===== src/rtl/mac_dot_pkg.sv =====
// mac_dot_pkg: shared types and width/bound helpers for the multi-lane dot-product engine.
//   state_e       - engine FSM states
//   len_w/sum_w   - width helpers for the length port and the raw lane-tree sum
//   max_w         - larger of two widths
//   sat_hi/sat_lo - accumulator clamp bounds (BOUND_W-bit two's complement)
package mac_dot_pkg;

    typedef enum logic [1:0] {
        IDLE  = 2'd0,
        RUN   = 2'd1,
        DRAIN = 2'd2,
        DONE  = 2'd3
    } state_e;

    localparam int unsigned BOUND_W = 64;

    // Bits needed to hold a beat count of 0..max_len.
    function automatic int unsigned len_w(input int unsigned max_len);
        return $clog2(max_len + 1);
    endfunction

    // Full-precision width of the sum of n products of two dw-bit operands.
    function automatic int unsigned sum_w(input int unsigned dw, input int unsigned n);
        return 2 * dw + $clog2(n);
    endfunction

    function automatic int unsigned max_w(input int unsigned x, input int unsigned y);
        return (x > y) ? x : y;
    endfunction

    // Largest representable accumulator value for the selected mode.
    function automatic logic [BOUND_W-1:0] sat_hi(input int unsigned acc_w, input logic sgn);
        logic [BOUND_W-1:0] one;
        one = BOUND_W'(1);
        return sgn ? ((one << (acc_w - 1)) - one) : ((one << acc_w) - one);
    endfunction

    // Smallest representable accumulator value: -2^(acc_w-1) signed, 0 unsigned.
    function automatic logic [BOUND_W-1:0] sat_lo(input int unsigned acc_w, input logic sgn);
        logic [BOUND_W-1:0] one;
        one = BOUND_W'(1);
        return sgn ? ~((one << (acc_w - 1)) - one) : '0;
    endfunction

endpackage


===== src/rtl/mac_lane_tree.sv =====
// mac_lane_tree: N_LANES parallel multipliers (S1 product registers) feeding an
// adder tree whose sign/zero-extended sum is registered in S2.
// Ports:
//   clk, rst_n     - clock, async active-low reset
//   i_flush        - synchronous discard of everything in flight
//   i_valid        - operand beat valid (S1 capture enable)
//   i_is_signed    - two's-complement operand interpretation
//   i_a_vec/i_b_vec- packed lane operands, lane i at [i*DATA_WIDTH +: DATA_WIDTH]
//   o_valid        - S2 sum valid
//   o_busy         - any stage holds a valid beat
//   o_sum          - extended tree sum
module mac_lane_tree
    import mac_dot_pkg::*;
#(
    parameter int unsigned DATA_WIDTH = 8,
    parameter int unsigned N_LANES    = 4,
    parameter int unsigned TREE_W     = 18
) (
    input  logic                            clk,
    input  logic                            rst_n,
    input  logic                            i_flush,
    input  logic                            i_valid,
    input  logic                            i_is_signed,
    input  logic [N_LANES*DATA_WIDTH-1:0]   i_a_vec,
    input  logic [N_LANES*DATA_WIDTH-1:0]   i_b_vec,
    output logic                            o_valid,
    output logic                            o_busy,
    output logic [TREE_W-1:0]               o_sum
);

    localparam int unsigned PROD_W = 2 * DATA_WIDTH;

    logic [PROD_W-1:0] w_prod [N_LANES];
    logic [PROD_W-1:0] r_prod [N_LANES];
    logic [TREE_W-1:0] w_tree;
    logic [TREE_W-1:0] r_sum;
    logic              r_v1;
    logic              r_v2;

    // Per-lane multiply: operands are pre-extended to product width, so the low
    // PROD_W bits of one unsigned multiplier are correct in both modes.
    for (genvar gi = 0; gi < N_LANES; gi++) begin : g_lane
        logic [DATA_WIDTH-1:0] w_a;
        logic [DATA_WIDTH-1:0] w_b;
        logic [PROD_W-1:0]     w_ax;
        logic [PROD_W-1:0]     w_bx;

        assign w_a  = i_a_vec[gi*DATA_WIDTH +: DATA_WIDTH];
        assign w_b  = i_b_vec[gi*DATA_WIDTH +: DATA_WIDTH];
        assign w_ax = {{DATA_WIDTH{w_a[DATA_WIDTH-1] & i_is_signed}}, w_a};
        assign w_bx = {{DATA_WIDTH{w_b[DATA_WIDTH-1] & i_is_signed}}, w_b};
        assign w_prod[gi] = w_ax * w_bx;
    end

    // Adder tree over the registered products, extended per mode.
    always_comb begin : tree_sum
        w_tree = '0;
        for (int i = 0; i < N_LANES; i++) begin
            if (i_is_signed) begin
                w_tree = w_tree + TREE_W'($signed(r_prod[i]));
            end else begin
                w_tree = w_tree + TREE_W'(r_prod[i]);
            end
        end
    end

    // S1/S2 registers; data only moves with a valid beat so bubbles carry nothing.
    always_ff @(posedge clk or negedge rst_n) begin : stage_regs
        if (!rst_n) begin
            r_v1  <= 1'b0;
            r_v2  <= 1'b0;
            r_sum <= '0;
            for (int i = 0; i < N_LANES; i++) begin
                r_prod[i] <= '0;
            end
        end else if (i_flush) begin
            r_v1 <= 1'b0;
            r_v2 <= 1'b0;
        end else begin
            r_v1 <= i_valid;
            r_v2 <= r_v1;
            if (i_valid) begin
                r_prod <= w_prod;
            end
            if (r_v1) begin
                r_sum <= w_tree;
            end
        end
    end

    assign o_valid = r_v2;
    assign o_busy  = r_v1 | r_v2;
    assign o_sum   = r_sum;

endmodule


===== src/rtl/mac_dot_engine.sv =====
// mac_dot_engine: multi-lane dot-product accumulator. Each accepted beat multiplies
// N_LANES operand pairs, sums them in mac_lane_tree and adds the sum into a wide
// accumulator; after len beats the result is offered with out_valid/out_ready.
// Build option: define MAC_DOT_SAT_EN for a saturating accumulator with sticky ovf;
// otherwise the accumulator wraps modulo 2^ACC_W and ovf stays 0.
// Ports:
//   clk, rst_n          - clock, async active-low reset
//   clr                 - synchronous abort to IDLE, flushes pipeline and accumulator
//   start/len/is_signed - operation launch (IDLE only), length and mode latched
//   in_valid/in_ready   - operand beat handshake, a_vec/b_vec packed per lane
//   out_valid/out_ready - result handshake, result = accumulator
//   ovf                 - saturation occurred during this operation
//   busy                - engine not in IDLE
module mac_dot_engine
    import mac_dot_pkg::*;
#(
    parameter int unsigned DATA_WIDTH = 8,
    parameter int unsigned N_LANES    = 4,
    parameter int unsigned MAX_LEN    = 16,
    parameter int unsigned ACC_W      = 2 * DATA_WIDTH + $clog2(N_LANES) + $clog2(MAX_LEN)
) (
    input  logic                            clk,
    input  logic                            rst_n,
    input  logic                            clr,
    input  logic                            start,
    input  logic [len_w(MAX_LEN)-1:0]       len,
    input  logic                            is_signed,
    input  logic                            in_valid,
    output logic                            in_ready,
    input  logic [N_LANES*DATA_WIDTH-1:0]   a_vec,
    input  logic [N_LANES*DATA_WIDTH-1:0]   b_vec,
    output logic                            out_valid,
    input  logic                            out_ready,
    output logic [ACC_W-1:0]                result,
    output logic                            ovf,
    output logic                            busy
);

    localparam int unsigned LEN_W  = len_w(MAX_LEN);
    // Tree sum is kept at full precision even when ACC_W is narrower, so that
    // saturation sees the true magnitude; two guard bits keep S3 overflow-free.
    localparam int unsigned TREE_W = max_w(ACC_W, sum_w(DATA_WIDTH, N_LANES));
    localparam int unsigned S3_W   = TREE_W + 2;

    state_e             r_state;
    state_e             w_next;
    logic [LEN_W-1:0]   r_len;
    logic [LEN_W-1:0]   r_cnt;
    logic               r_signed;
    logic [ACC_W-1:0]   r_acc;
    logic               r_ovf;
    logic               r_v3;
    logic               r_in_ready;
    logic               r_out_valid;
    logic               r_busy;

    logic               w_in_ready_d;
    logic               w_out_valid_d;
    logic               w_busy_d;
    logic               w_start;
    logic               w_accept;
    logic               w_last;
    logic               w_tree_valid;
    logic               w_tree_busy;
    logic [TREE_W-1:0]  w_tree_sum;
    logic [S3_W-1:0]    w_acc_ext;
    logic [S3_W-1:0]    w_tree_ext;
    logic [S3_W-1:0]    w_sum3;
    logic [ACC_W-1:0]   w_acc_nxt;
    logic               w_clamp;

    assign w_start  = (r_state == IDLE) && start && (len != '0);
    assign w_accept = in_valid && r_in_ready;
    assign w_last   = (r_cnt == LEN_W'(r_len - LEN_W'(1)));

    mac_lane_tree #(
        .DATA_WIDTH (DATA_WIDTH),
        .N_LANES    (N_LANES),
        .TREE_W     (TREE_W)
    ) u_tree (
        .clk         (clk),
        .rst_n       (rst_n),
        .i_flush     (clr),
        .i_valid     (w_accept),
        .i_is_signed (r_signed),
        .i_a_vec     (a_vec),
        .i_b_vec     (b_vec),
        .o_valid     (w_tree_valid),
        .o_busy      (w_tree_busy),
        .o_sum       (w_tree_sum)
    );

    // State register.
    always_ff @(posedge clk or negedge rst_n) begin : state_reg
        if (!rst_n) begin
            r_state <= IDLE;
        end else begin
            r_state <= w_next;
        end
    end

    // Next-state logic; clr overrides everything.
    always_comb begin : next_state
        w_next = r_state;
        if (clr) begin
            w_next = IDLE;
        end else begin
            case (r_state)
                IDLE:    if (w_start)                     w_next = RUN;
                RUN:     if (w_accept && w_last)          w_next = DRAIN;
                DRAIN:   if (!w_tree_busy && !r_v3)       w_next = DONE;
                DONE:    if (out_ready)                   w_next = IDLE;
                default:                                  w_next = IDLE;
            endcase
        end
    end

    // Output decode from the next state, so the registered outputs track the state.
    always_comb begin : out_decode
        w_in_ready_d  = 1'b0;
        w_out_valid_d = 1'b0;
        w_busy_d      = 1'b0;
        case (w_next)
            RUN: begin
                w_in_ready_d = 1'b1;
                w_busy_d     = 1'b1;
            end
            DRAIN: begin
                w_busy_d = 1'b1;
            end
            DONE: begin
                w_out_valid_d = 1'b1;
                w_busy_d      = 1'b1;
            end
            default: ;
        endcase
    end

    always_ff @(posedge clk or negedge rst_n) begin : out_regs
        if (!rst_n) begin
            r_in_ready  <= 1'b0;
            r_out_valid <= 1'b0;
            r_busy      <= 1'b0;
        end else begin
            r_in_ready  <= w_in_ready_d;
            r_out_valid <= w_out_valid_d;
            r_busy      <= w_busy_d;
        end
    end

    // S3 adder: both operands extended per mode into a width that cannot overflow.
    always_comb begin : s3_add
        if (r_signed) begin
            w_acc_ext  = S3_W'($signed(r_acc));
            w_tree_ext = S3_W'($signed(w_tree_sum));
        end else begin
            w_acc_ext  = S3_W'(r_acc);
            w_tree_ext = S3_W'(w_tree_sum);
        end
        w_sum3 = w_acc_ext + w_tree_ext;
    end

`ifdef MAC_DOT_SAT_EN
    logic [S3_W-1:0] w_hi;
    logic [S3_W-1:0] w_lo;

    // Clamp to the representable range of the current mode.
    always_comb begin : s3_sat
        w_hi      = S3_W'(sat_hi(ACC_W, r_signed));
        w_lo      = S3_W'(sat_lo(ACC_W, r_signed));
        w_clamp   = 1'b0;
        w_acc_nxt = ACC_W'(w_sum3);
        if ($signed(w_sum3) > $signed(w_hi)) begin
            w_acc_nxt = ACC_W'(w_hi);
            w_clamp   = 1'b1;
        end else if ($signed(w_sum3) < $signed(w_lo)) begin
            w_acc_nxt = ACC_W'(w_lo);
            w_clamp   = 1'b1;
        end
    end
`else
    // Modulo 2^ACC_W wrap in both modes.
    assign w_acc_nxt = ACC_W'(w_sum3);
    assign w_clamp   = 1'b0;
`endif

    // Operation context, beat counter and accumulator.
    always_ff @(posedge clk or negedge rst_n) begin : acc_regs
        if (!rst_n) begin
            r_len    <= '0;
            r_cnt    <= '0;
            r_signed <= 1'b0;
            r_acc    <= '0;
            r_ovf    <= 1'b0;
            r_v3     <= 1'b0;
        end else if (clr) begin
            r_cnt <= '0;
            r_acc <= '0;
            r_ovf <= 1'b0;
            r_v3  <= 1'b0;
        end else begin
            r_v3 <= w_tree_valid;
            if (w_start) begin
                r_len    <= len;
                r_signed <= is_signed;
                r_cnt    <= '0;
                r_acc    <= '0;
                r_ovf    <= 1'b0;
            end
            if (w_accept) begin
                r_cnt <= LEN_W'(r_cnt + LEN_W'(1));
            end
            if (w_tree_valid) begin
                r_acc <= w_acc_nxt;
                if (w_clamp) begin
                    r_ovf <= 1'b1;
                end
            end
        end
    end

    assign in_ready  = r_in_ready;
    assign out_valid = r_out_valid;
    assign busy      = r_busy;
    assign result    = r_acc;
    assign ovf       = r_ovf;

endmodule


===== config.mk =====
export PLATFORM = sky130hd
export DESIGN_NAME = mac_dot_engine
export DESIGN_NICKNAME = d
export VERILOG_FILES = /design/src/rtl/mac_dot_pkg.sv /design/src/rtl/mac_lane_tree.sv /design/src/rtl/mac_dot_engine.sv
export SDC_FILE = /design/constraint.sdc
export NUM_CORES = 1
export LEC_CHECK = 0
export BUFFER_PORTS_ARGS = -buffer_cell sky130_fd_sc_hd__clkbuf_2
export CAP_MARGIN = 20
export CORE_UTILIZATION = 40
export DETAILED_ROUTE_END_ITERATION = 10
export PLACE_DENSITY = 0.65
export SYNTH_ARGS = -nofsm -noshare
export SYNTH_HDL_FRONTEND = slang
export SYNTH_HIERARCHICAL = 1
export SYNTH_SLANG_ARGS = --single-unit

===== constraint.sdc =====
create_clock -name clk -period 12.8 [get_ports clk]
set_input_delay 1.28 -clock clk [delete_from_list [all_inputs] [get_ports clk]]
set_output_delay 1.28 -clock clk [all_outputs]
set_load 0.02 [all_outputs]

-- Word-level counts from Yosys, hierarchy flattened
Index checks and enable logic that the tools add are counted.
- output and inout bits: 26
- bits in registers: 128
- logic and storage cells: 87
- input port bits: 76
- equal/unequal tests: 7
- multiplexer cells: 24
- bitwise gates (word level): 10
- $mul: 4
- $add $sub $neg: 9
- reduce and logical (&&, ||, !) cells: 16
- operators with widths (operator ; count):
    $mux 22 ; 7
    $add 22x22->22 ; 4
    $add 22x16->22 ; 3
    $mul 9x9->16 ; 4
    $mux 5 ; 3
    $mux 2 ; 5
    $and 1x1->1 ; 8
    $eq 2x2->1 const B ; 4
    $mux 1 ; 8
    $pmux 2 s4 ; 1
    $reduce_and 2->1 ; 3
    $reduce_bool 3->1 ; 2
    $add 5x1->5 const B ; 1
    $eq 5x5->1 ; 1
    $logic_and 1x1->1 ; 5
    $reduce_bool 5->1 ; 1
    $sub 5x1->5 const B ; 1
    $eq 2x1->1 const B ; 2
    $reduce_or 3->1 ; 1
    $logic_not 1->1 ; 2
    $logic_not 2->1 ; 1
    $reduce_bool 2->1 ; 1
    $not 1->1 ; 1
    $or 1x1->1 ; 1

-- Longest topological paths before layout
Gate-level depths: netlist (run 1).
- depth in word-level cells: 9
- mapped depth: 26
- depth with buffers taken out: 26

-- Hierarchy
The synthesis (run 1) kept the hierarchy.
- modules (own cells, without submodules) (module ; area an instance (um^2) ; times used ; seq. area each (um^2) ; cells each):
    mac_lane_tree ; 16540.9 ; 1 ; 2202.1 ; 1846
    mac_dot_engine ; 2780.2 ; 1 ; 975.9 ; 314

-- Worst setup path after synthesis (run 1)
No wires, ideal clock.
- kind: in2reg
- from: in b_vec[15]
- to: reg u_tree/r_prod[47] in the netlist's numbering
- path slack: 6.847 ns
- path buffers: 1
- arrival time: 5.820 ns
- data required time: 12.667 ns
- cell stages on the path: 20
- cell sequence: clkbuf_1 > nand2_1 > or2_2 > fa_1 > fa_1 > inv_1 > fa_1 > fa_1 > inv_1 > fa_1 > inv_1 > ha_1 > a21oi_1 > o21bai_1 > a21oi_1 > o21bai_1 > a21oi_1 > o21ai_0 > xnor2_1 > o21ai_0
- cells in the longest elaborated chain, start to end: 2
- RTL lines (what ; line ; source):
    from (decl) ; mac_dot_engine.sv:31 ; input logic [N_LANES*DATA_WIDTH-1:0] b_vec,
    $and 1x1->1 ; mac_lane_tree.sv:51 ; assign w_bx = {{DATA_WIDTH{w_b[DATA_WIDTH-1] & i_is_signed}}, w_b};
    $mul 9x9->16 * ; mac_lane_tree.sv:52 ; assign w_prod[gi] = w_ax * w_bx;
    to (signal assigned) ; mac_lane_tree.sv:83 ; r_prod <= w_prod;
    to (decl) ; mac_lane_tree.sv:34 ; logic [PROD_W-1:0] r_prod [N_LANES];
Every way passes the cells marked *; elsewhere a longest branch is shown, timed or not.
A chain may end at the register's enable or synchronous reset.

-- Worst setup path after layout (run 1)
Same ends and word-level chain as after synthesis.

==> results of run 1 <==
-- registers in the layout, summed over array words and instances (netlist names), 2 cells and up --
name and count:
r_cnt 5, r_len 5, u_tree/o_sum 22, r_state 2
u_tree/r_prod 64, result 22
-- metrics by stage --
stage / hold WS (ns) / power (mW)
3_3_place_gp: 0.4695 / 4.738
3_5_place_dp: 0.4747 / 4.833
4_1_cts: 0.4928 / 5.354
5_1_grt: 0.5074 / 5.955
6_report: 0.4860 / 5.303
2_1_floorplan: 0.4428 / 3.977
-- path summary, 6_finish.rpt --
check                                start           endpoint  cells past startpoint
min reg2reg                u_tree/o_sum[2]    u_tree/o_sum[2]                      2
min                        u_tree/o_sum[2]    u_tree/o_sum[2]                      2
max in group asynchronous            rst_n  u_tree/r_prod[51]                      3
min in group asynchronous            rst_n          result[2]                      1
max                              b_vec[15]  u_tree/r_prod[47]                     20
max reg2reg                       r_signed  u_tree/r_prod[47]                     20
-- critical path, cell delays in order --
cell and delay [ns]:
sky130_fd_sc_hd__clkbuf_2 0.18, sky130_fd_sc_hd__nand2_1 0.21, sky130_fd_sc_hd__or2_2 0.37, sky130_fd_sc_hd__fa_1 0.45
sky130_fd_sc_hd__fa_1 0.49, sky130_fd_sc_hd__inv_1 0.05, sky130_fd_sc_hd__fa_1 0.45, sky130_fd_sc_hd__fa_1 0.50
sky130_fd_sc_hd__inv_1 0.05, sky130_fd_sc_hd__fa_1 0.49, sky130_fd_sc_hd__inv_1 0.04, sky130_fd_sc_hd__ha_1 0.29
sky130_fd_sc_hd__a21oi_1 0.21, sky130_fd_sc_hd__o21bai_1 0.10, sky130_fd_sc_hd__a21oi_1 0.22, sky130_fd_sc_hd__o21bai_1 0.09
sky130_fd_sc_hd__a21oi_1 0.22, sky130_fd_sc_hd__o21ai_0 0.15, sky130_fd_sc_hd__xnor2_1 0.16, sky130_fd_sc_hd__o21ai_0 0.08
-- area by class of cell --
cell class / count / area share, %
well taps: 615 / 3.677
clock buffers: 18 / 2.099
clock inverters: 14 / 0.6398
flip-flops and latches: 127 / 15.19
multi-input cells: 1658 / 70.33
repair buffers: 107 / 2.655
inverters: 302 / 5.417
-- kinds of logic (layout without fill, tap and decap cells) --
family	Yosys count	count (layout)	synth area share [%]
simple gates	679	679	16.81
fa+ha+maj	472	472	40.51
buf+inv	375	441	7.421
compound gates	360	360	12.01
xor+xnor	137	137	6.282
flops	127	127	16.45
mux	9	9	0.4986
other cells	1	1	0.01941
-- power by group --
part / leakage (nW) / switching [mW] / internal (mW) / total [mW]
Clock: 0.266 / 0.198 / 0.275 / 0.473
Combinational: 8.49 / 2.30 / 1.90 / 4.20
Sequential: 1.65 / 0.109 / 0.522 / 0.631
-- synth_stat cells (48+ instances only) --
cell type                    n  area [sq um]
sky130_fd_sc_hd__o21ai_0   114         570.6
sky130_fd_sc_hd__fa_1      256          5125
sky130_fd_sc_hd__xnor2_1   100         875.8
sky130_fd_sc_hd__inv_1     300          1126
sky130_fd_sc_hd__clkbuf_1   59         221.5
sky130_fd_sc_hd__nor2_1     48         180.2
sky130_fd_sc_hd__and2_1    124         775.7
sky130_fd_sc_hd__nand2_1   347          1303
sky130_fd_sc_hd__ha_1      216          2703
sky130_fd_sc_hd__a21oi_1    85         425.4
sky130_fd_sc_hd__dfrtp_1   127          3178
-- layer usage --
layer / vias to the layer above / global-route usage, % / share of wire [%]
met1: 7074 / 22.77 / 46
met5: - / 0 / 0
met3: 41 / 2.107 / 2.8
li1: 7068 / - / -
met2: 214 / 30.78 / 50
met4: 0 / 3.853 / 1.6
==> key figures, run 1 <==
Die
  • Die Wd: 221.8 um
  • Core ar.: 47650 sq um
  • Ports placed on the boundary: 102
  • Count of standard-cell rows: 80
  • Die Y-Extent: 221.8 um
  • Die area: 49190 sq um
  • Initial core utilization: 40.55%

Synthesis
  • Seq/Total Area, Yosys: 16.45%
  • Syn Std Cell Area: 19320 sq um
  • EDFF count, synth: 0
  • Syn Area/Cell: 8.945 sq um
  • Syn nets: 2708
  • Synth Flop Type: sky130_fd_sc_hd__dfrtp_1
  • Synthesized flop and latch total: 127
  • Unique cell type count in the Yosys netlist: 79
  • Number of synthesis warnings: 6
  • Share of flip-flops with an asynchronous set or reset: 100.0%
  • Instance count of the mapped netlist: 2160

Clocking
  • Root buffer cell: sky130_fd_sc_hd__clkbuf_16
  • Post-CTS Setup Inserts: 0
  • Maximum root-to-sink buffer count: 2
  • CTS Buf Count: 17
  • Cts-stage hold buffer count: 0
  • CTS tree: done
  • Insertion delay to the later sink of the worst-skew pair: 0.42 ns
  • Number of cells upsized or downsized after cts: 0
  • H-Tree Depth: 4
  • CTS clk-pin slew, worst paths: 0.06 ns
  • Number of sinks handled by clock tree synthesis: 127

STA
  • Setup tns final: 0 ns
  • Max-slew violation count: 0
  • Min Tclk post-route: 5.795 ns
  • Fin. Hold Viols: 0
  • Final setup violating endpoints: 0
  • Part of the cycle the worst path needs: 45.27%
  • Worst slew margin relative to its limit: 36.36%
  • Worst setup skew after layout: 0.009785 ns
  • Final worst setup slack: 7.005 ns
  • F_max: 172.6 MHz
  • Worst Tran Pin Value: 0.9535 ns
  • Unrepaired setup endpoints after global routing: false

Worst setup path
  • Critical path fanouts, max: 10
  • CP endpoint kind: flop
  • Kind of critical path: input port to flop
  • Critical path startpoint category: input port
  • Signal arrival time at the worst endpoint: 6.07 ns
  • Setup slack, reg-to-reg: 7.14 ns
  • Required time at the worst-slack endpoint: 13.08 ns

Final layout
  • Commonest non-fill, non-tap cell in the layout: sky130_fd_sc_hd__nand2_1
  • Layout cell share with drive strength beyond 1: 8.985%
  • Area grow syn2layout: 8.308%
  • Number of non-filler instances in the completed layout: 2841
  • Number of nets in the layout: 2761
  • Storage element area: 3178 sq um
  • Final instance area: 20930 sq um
  • Area of the multi-input gates: 14720 sq um
  • Final-layout fill cell count: 4622
  • Commonest cells after routing, fill and taps aside: sky130_fd_sc_hd__nand2_1, sky130_fd_sc_hd__inv_1, sky130_fd_sc_hd__fa_1
  • Total inserted antenna cells: 0
  • Final Util: 43.92%

Route
  • Wire per inst: 14.53 um
  • Wirelength, routed: 41280 um
  • Initial DRC Count: 718
  • Antenna violation net count after detailed routing: 0
  • DR DRC count: 0
  • First-pass DRT Iterations: 5
  • Detailed-route vias per instance: 5.068
  • Number of vias after detailed routing: 14397

Placement
  • Placement-stage worst setup slack: 6.578 ns
  • Placed instance count: 2809
  • Final weighted congestion in routability-driven placement: 0.9257
  • Detailed placement HPWL: 33820 um
  • Port bufs: 100
  • Cell area reported after detailed placement: 20350 sq um

Power and ir drop
  • Leakage power figure: 10.40 nW
  • Worst ir drop on vdd: 202.0 uV
  • P per Cell Area: 253.4 nW/um^2

GRT
  • Initial antenna violation count: 1
  • Global-route wire length before repair: 71370 um
  • Gr usage total: 17.43%
  • Remaining global-route overflow: 0
  • Number of global-route vias before repair: 14859
  • Largest net degree at the start of global routing: 70

Run
  • Number of max-cap violations: 0

Status
  • Run status: finished clean

Hold path
  • Min-Delay Path Class: flop to flop
No activity file was read; power rests on OpenSTA's default activity.
==> run 2, diff against run 1 <==
Settings changed: ABC_AREA set to 1.
Clock period 12.8 ns to 5.4 ns, I/O delays scaled along.
==> run 2 against run 1 <==
Against the previous run: die area up 6.3%; flip-flop and latch count unchanged; design area grew 6.5%; clock-buffer cell count is 1 lower; final cell count increased by 23%; first-iteration DRC count rose by 24%; via count increased by 17%; utilization increased by 0.31 points; clock skew increased by 0.0037 ns; setup slack got worse by 6.6 ns; hold slack got worse by 0.38 ns; critical path type is now flop to flop; largest cell class unchanged.
==> key figures, run 2 <==
Final layout
  • Number of flip-flops in the largest register: 64
  • Final-layout fill cell count: 5222
  • Total inserted antenna cells: 0
  • Layout cell share with drive strength beyond 1: 7.728%
  • Top register by number of flip-flops: u_tree/r_prod
  • Commonest non-fill, non-tap cell in the layout: sky130_fd_sc_hd__nand2_1
  • Commonest cells after routing, fill and taps aside: sky130_fd_sc_hd__nand2_1, sky130_fd_sc_hd__inv_1, sky130_fd_sc_hd__fa_1
  • Area grow syn2layout: 8.407%
  • Area of the multi-input gates: 14900 sq um
  • Number of nets in the layout: 3356
  • Storage element area: 3178 sq um

Synthesis
  • Number of synthesis warnings: 6
  • Synthesized flop and latch total: 127
  • Most frequently used cell type in the post-synthesis netlist: sky130_fd_sc_hd__nand2_1
  • EDFF count, synth: 0
  • Seq/Total Area, Yosys: 15.46%
  • Dominant cell type by area after synthesis: sky130_fd_sc_hd__fa_1
  • Syn Std Cell Area: 20550 sq um
  • Post-synth top area share: 24.93%
  • Synth Flop Type: sky130_fd_sc_hd__dfrtp_1
  • Unique cell type count in the Yosys netlist: 44
  • Share of flip-flops with an asynchronous set or reset: 100.0%
  • Most frequent cells after synthesis: sky130_fd_sc_hd__nand2_1, sky130_fd_sc_hd__inv_1, sky130_fd_sc_hd__fa_1
  • Syn Area/Cell: 7.433 sq um
  • Biggest area contributors in the synthesized netlist: sky130_fd_sc_hd__fa_1, sky130_fd_sc_hd__dfrtp_1, sky130_fd_sc_hd__nand2_1
  • Instance count of the mapped netlist: 2765
  • Syn nets: 3313

Die
  • Count of standard-cell rows: 82
  • Die Wd: 228.7 um
  • Die Y-Extent: 228.7 um
  • Ports placed on the boundary: 102
  • Die area: 52290 sq um
  • Initial core utilization: 40.80%
  • Core ar.: 50380 sq um

Worst setup path
  • CP endpoint kind: flop
  • Kind of critical path: flop to flop
  • Critical path fanouts, max: 13
  • Signal arrival time at the worst endpoint: 5.30 ns
  • Critical path startpoint category: flop
  • Required time at the worst-slack endpoint: 5.74 ns

Clocking
  • Root buffer cell: sky130_fd_sc_hd__clkbuf_16
  • Post-CTS Setup Inserts: 0
  • Maximum root-to-sink buffer count: 2
  • H-Tree Depth: 4
  • CTS tree: done
  • Number of sinks handled by clock tree synthesis: 127
  • Insertion delay to the later sink of the worst-skew pair: 0.44 ns
  • CTS Buf Count: 17
  • Number of cells upsized or downsized after cts: 0
  • Cts-stage hold buffer count: 0
  • CTS clk-pin slew, worst paths: 0.07 ns

GRT
  • Number of global-route vias before repair: 17001
  • Gr usage total: 18.59%
  • Global-route wire length before repair: 80630 um
  • Initial antenna violation count: 0
  • Largest net degree at the start of global routing: 90
  • Remaining global-route overflow: 0

STA
  • F_max: 201.8 MHz
  • Final setup violating endpoints: 0
  • Worst Tran Pin Value: 0.8658 ns
  • Max-slew violation count: 0
  • Final Hold Slack: 0.1110 ns
  • Min Tclk post-route: 4.956 ns
  • Worst setup skew after layout: 0.01345 ns
  • Part of the cycle the worst path needs: 91.78%
  • Worst slew margin relative to its limit: 42.22%
  • Fin. Hold Viols: 0

Status
  • Run status: finished clean

Route
  • Antenna violation net count after detailed routing: 0
  • Detailed-route vias per instance: 4.805
  • First-pass DRT Iterations: 5
  • DR DRC count: 0
  • Initial DRC Count: 887
  • Wire per inst: 13.36 um
  • Wirelength, routed: 46680 um
  • Number of vias after detailed routing: 16785

Placement
  • Final weighted congestion in routability-driven placement: 0.9141
  • Detailed placement HPWL: 38720 um
  • Port bufs: 100

Run
  • Number of max-cap violations: 0

Hold path
  • Min-Delay Path Class: input port to asynchronous set/reset pin
run 2: per-layer routing:
metal	up-vias	share of wire (%)	track usage (%)
li1	8501	-	-
met3	38	3.0	1.722
met2	269	48	32.33
met4	0	1.3	3.356
met5	-	0	0
met1	7977	48	25.22
run 2: area by class of cell:
type                            count  share of cell area (%)
Timing Repair Buffer              109                   2.723
Sequential cell                   127                   14.26
Clock buffer                       17                   1.909
Clock inverter                     15                  0.7749
Multi-Input combinational cell   1979                   66.89
Inverter                          574                   9.670
Tap cell                          672                   3.774
run 2: kinds of logic (layout without fill, tap and decap cells):
logic type               Yosys count  count (layout)  share of synthesized area [%]
AND/OR/NAND/NOR                 1128            1128                          22.43
buffers and inverters            659             715                          12.21
flip-flops                       127             127                          15.46
other                              1               1                        0.01825
XOR/XNOR                         104             104                          4.432
adder cells (fa/ha/maj)          472             472                          38.08
AO/OA/AOI/OAI                    274             274                          7.372
run 2: worst max-delay path, cell delays in order (launching register included):
cell and delay, ns:
sky130_fd_sc_hd__dfrtp_1 0.37, sky130_fd_sc_hd__buf_12 0.19, sky130_fd_sc_hd__nand2_1 0.14, sky130_fd_sc_hd__inv_1 0.13, sky130_fd_sc_hd__nand2_1 0.09, sky130_fd_sc_hd__fa_1 0.49
sky130_fd_sc_hd__inv_1 0.05, sky130_fd_sc_hd__fa_1 0.47, sky130_fd_sc_hd__fa_1 0.56, sky130_fd_sc_hd__fa_1 0.43, sky130_fd_sc_hd__fa_1 0.47, sky130_fd_sc_hd__ha_1 0.34
sky130_fd_sc_hd__inv_1 0.08, sky130_fd_sc_hd__o21bai_1 0.17, sky130_fd_sc_hd__nor2_1 0.08, sky130_fd_sc_hd__o21ai_0 0.27, sky130_fd_sc_hd__nand2_1 0.08, sky130_fd_sc_hd__nand2_1 0.07
sky130_fd_sc_hd__nand2_1 0.06, sky130_fd_sc_hd__a21o_1 0.15, sky130_fd_sc_hd__a31oi_1 0.14
run 2: metrics by stage:
step / TNS, ns / setup WS, ns / cell area, sq um / utilization (%) / cells
finish: 0 / 0.4438 / 22280 / 44.23 / 3493
global route: -0.007137 / -0.007137 / 22280 / 44.23 / 3493
CTS: 0 / 0.1912 / 22220 / 44.11 / 3492
detailed placement: 0 / 0.2361 / 21620 / 42.92 / 3460
global placement: 0 / 0.2960 / 21620 / 42.92 / 3460
floorplan: 0 / 0.5669 / 20550 / - / 2765
run 2: final timing paths:
kind	endpoint	start	slack, ns	cells after the start
setup / recovery	u_tree/r_prod[61]	r_signed	0.44	20
hold reg to reg	u_tree/r_prod[39]	u_tree/r_prod[39]	0.49	2
hold / removal	r_state[1]	rst_n	0.11	1
setup reg to reg	u_tree/r_prod[61]	r_signed	0.44	20
min in group clk	r_len[4]	len[4]	0.33	3
max in group asynchronous	u_tree/r_prod[60]	rst_n	4.11	2
Power of run 2 is left out: the tool's default activity adds up to more than one toggle a clock period on the data nets, which glitch-free logic cannot reach.
==> run 3, diff against run 2 <==
Settings changed: CTS_CLUSTER_SIZE set to 10.
Clock period 5.4 ns to 5.2 ns, I/O delays scaled along.
==> run 3 against run 2 <==
Against the previous run: routed wire length rose by 0.36%; design area up 0.48%; setup slack got worse by 0.098 ns; clock skew is 0.0021 ns lower; sequential share of layout area fell by 0.062 points; clock-buffer cell count unchanged; critical endpoint is now u_tree/r_prod[31].
==> key figures, run 3 (synthesized netlist as in run 2, its figures left out) <==
Worst setup path
  • Critical path fanouts, max: 6
  • Signal arrival time at the worst endpoint: 5.16 ns
  • Critical path startpoint category: flop
  • Required time at the worst-slack endpoint: 5.51 ns
  • Kind of critical path: flop to flop
  • Crit path top cell by count: sky130_fd_sc_hd__nand2_1
  • CP endpoint kind: flop
  • Ordered list of cells on the worst path: buf_4 -> clkbuf_16 -> nand2_1 -> or2_2 -> fa_1 -> fa_1 -> inv_1 -> fa_1 -> fa_1 -> fa_1 -> ha_1 -> nand3_1 -> nand3_1 -> nand2_1 -> o211ai_1 -> nand2_1 -> nand2_1 -> a21o_1 -> inv_1 -> nand2_1 -> nand3_1 -> nand2_1
  • Max incr delay on CP: 0.50 ns
  • Slowest stage cell on the critical path: sky130_fd_sc_hd__fa_1

Placement
  • Final weighted congestion in routability-driven placement: 0.9075
  • Port bufs: 100
  • Placement-stage worst setup slack: 0.1617 ns
  • Detailed placement HPWL: 38960 um
  • Placed instance count: 3470

Final layout
  • Commonest cells after routing, fill and taps aside: sky130_fd_sc_hd__nand2_1, sky130_fd_sc_hd__inv_1, sky130_fd_sc_hd__fa_1
  • Number of non-filler instances in the completed layout: 3507
  • Number of nets in the layout: 3370
  • Area grow syn2layout: 8.924%
  • Number of flip-flops in the largest register: 64
  • Top register by number of flip-flops: u_tree/r_prod
  • Total inserted antenna cells: 0
  • Layout cell share with drive strength beyond 1: 8.430%
  • Commonest non-fill, non-tap cell in the layout: sky130_fd_sc_hd__nand2_1

Die
  • Die Wd: 228.7 um
  • Count of standard-cell rows: 82
  • Initial core utilization: 40.80%
  • Die area: 52290 sq um
  • Die Y-Extent: 228.7 um
  • Ports placed on the boundary: 102
  • Core ar.: 50380 sq um

STA
  • Max-slew violation count: 0
  • Final worst setup slack: 0.3456 ns
  • Fin. Hold Viols: 0
  • Part of the cycle the worst path needs: 93.35%
  • Worst setup skew after layout: 0.01131 ns
  • Setup tns final: 0 ns
  • Unrepaired setup endpoints after global routing: true
  • Worst Tran Pin Value: 0.8171 ns
  • Final setup violating endpoints: 0
  • F_max: 206.0 MHz
  • Min Tclk post-route: 4.854 ns
  • Worst slew margin relative to its limit: 45.53%

Status
  • Run status: finished clean

GRT
  • Global-route wire length before repair: 80540 um
  • Number of global-route vias before repair: 17175
  • Remaining global-route overflow: 0
  • Initial antenna violation count: 0
  • Largest net degree at the start of global routing: 91
  • Gr usage total: 18.54%

Route
  • Wirelength, routed: 46850 um
  • DR DRC count: 0
  • First-pass DRT Iterations: 5
  • Initial DRC Count: 875
  • Wire per inst: 13.36 um
  • Number of vias after detailed routing: 16749
  • Detailed-route vias per instance: 4.776
  • Antenna violation net count after detailed routing: 0

Clocking
  • CTS clk-pin slew, worst paths: 0.06 ns
  • CTS Buf Count: 17
  • CTS tree: done
  • Maximum root-to-sink buffer count: 2
  • Insertion delay to the later sink of the worst-skew pair: 0.42 ns
  • H-Tree Depth: 4
  • Root buffer cell: sky130_fd_sc_hd__clkbuf_16
  • Number of sinks handled by clock tree synthesis: 127
  • Cts-stage hold buffer count: 0

Hold path
  • Min-Delay Path Class: input port to asynchronous set/reset pin

Run
  • Number of max-cap violations: 0
[run 3: final timing paths]
path | start | endpoint | slack [ns] | cells past startpoint
setup / recovery | r_signed | u_tree/r_prod[31] | 0.35 | 22
hold / removal | rst_n | out_valid | 0.16 | 1
setup reg to reg | r_signed | u_tree/r_prod[31] | 0.35 | 22
hold reg to reg | u_tree/r_prod[35] | u_tree/r_prod[35] | 0.49 | 2
max in group asynchronous | rst_n | u_tree/r_prod[50] | 4.06 | 2
min in group clk | len[4] | r_len[4] | 0.32 | 3
[run 3: final cells by class]
| cell class | instances | area (sq um) |
|---|---|---|
| flip-flops and latches | 127 | 3179 |
| fillers | 5167 | 27990 |
| repair buffers | 123 | 729.5 |
| multi-input cells | 1979 | 14920 |
| well taps | 672 | 840.8 |
| clock buffers | 17 | 425.4 |
| clock inverters | 15 | 136.4 |
| inverters | 574 | 2155 |
[run 3: per-stage QoR]
step | cell area, sq um | util [%] | hold WS, ns
2_1_floorplan | 20550 | - | 0.2244
5_1_grt | 22390 | 44.44 | 0.2293
3_5_place_dp | 21700 | 43.07 | 0.4721
3_3_place_gp | 21700 | 43.07 | 0.4722
6_report | 22390 | 44.44 | 0.1565
4_1_cts | 22260 | 44.19 | 0.1942
[run 3: repair_timing]
item | CTS | global route
setup endpoints to repair | 0 | 10
buffers inserted | 0 | 3
gates resized for setup | 0 | 16
[run 3: worst max-delay path, delay by kind of cell (launching register included)]
kind,cells,cell delay [ns]
adder cells (fa/ha/maj),6,2.69
flip-flops,1,0.38
AND/OR/NAND/NOR,10,0.96
buffers and inverters,4,0.41
AO/OA/AOI/OAI,2,0.28
[run 3: layer usage]
layer	vias up	wire length (um)	GRT usage, %
met5	-	0	0
met4	0	903	4.509
met3	52	1629	1.896
met2	310	22060	31.47
met1	7857	22260	25.25
li1	8530	-	-
Power of run 3 is left out for the same reason.
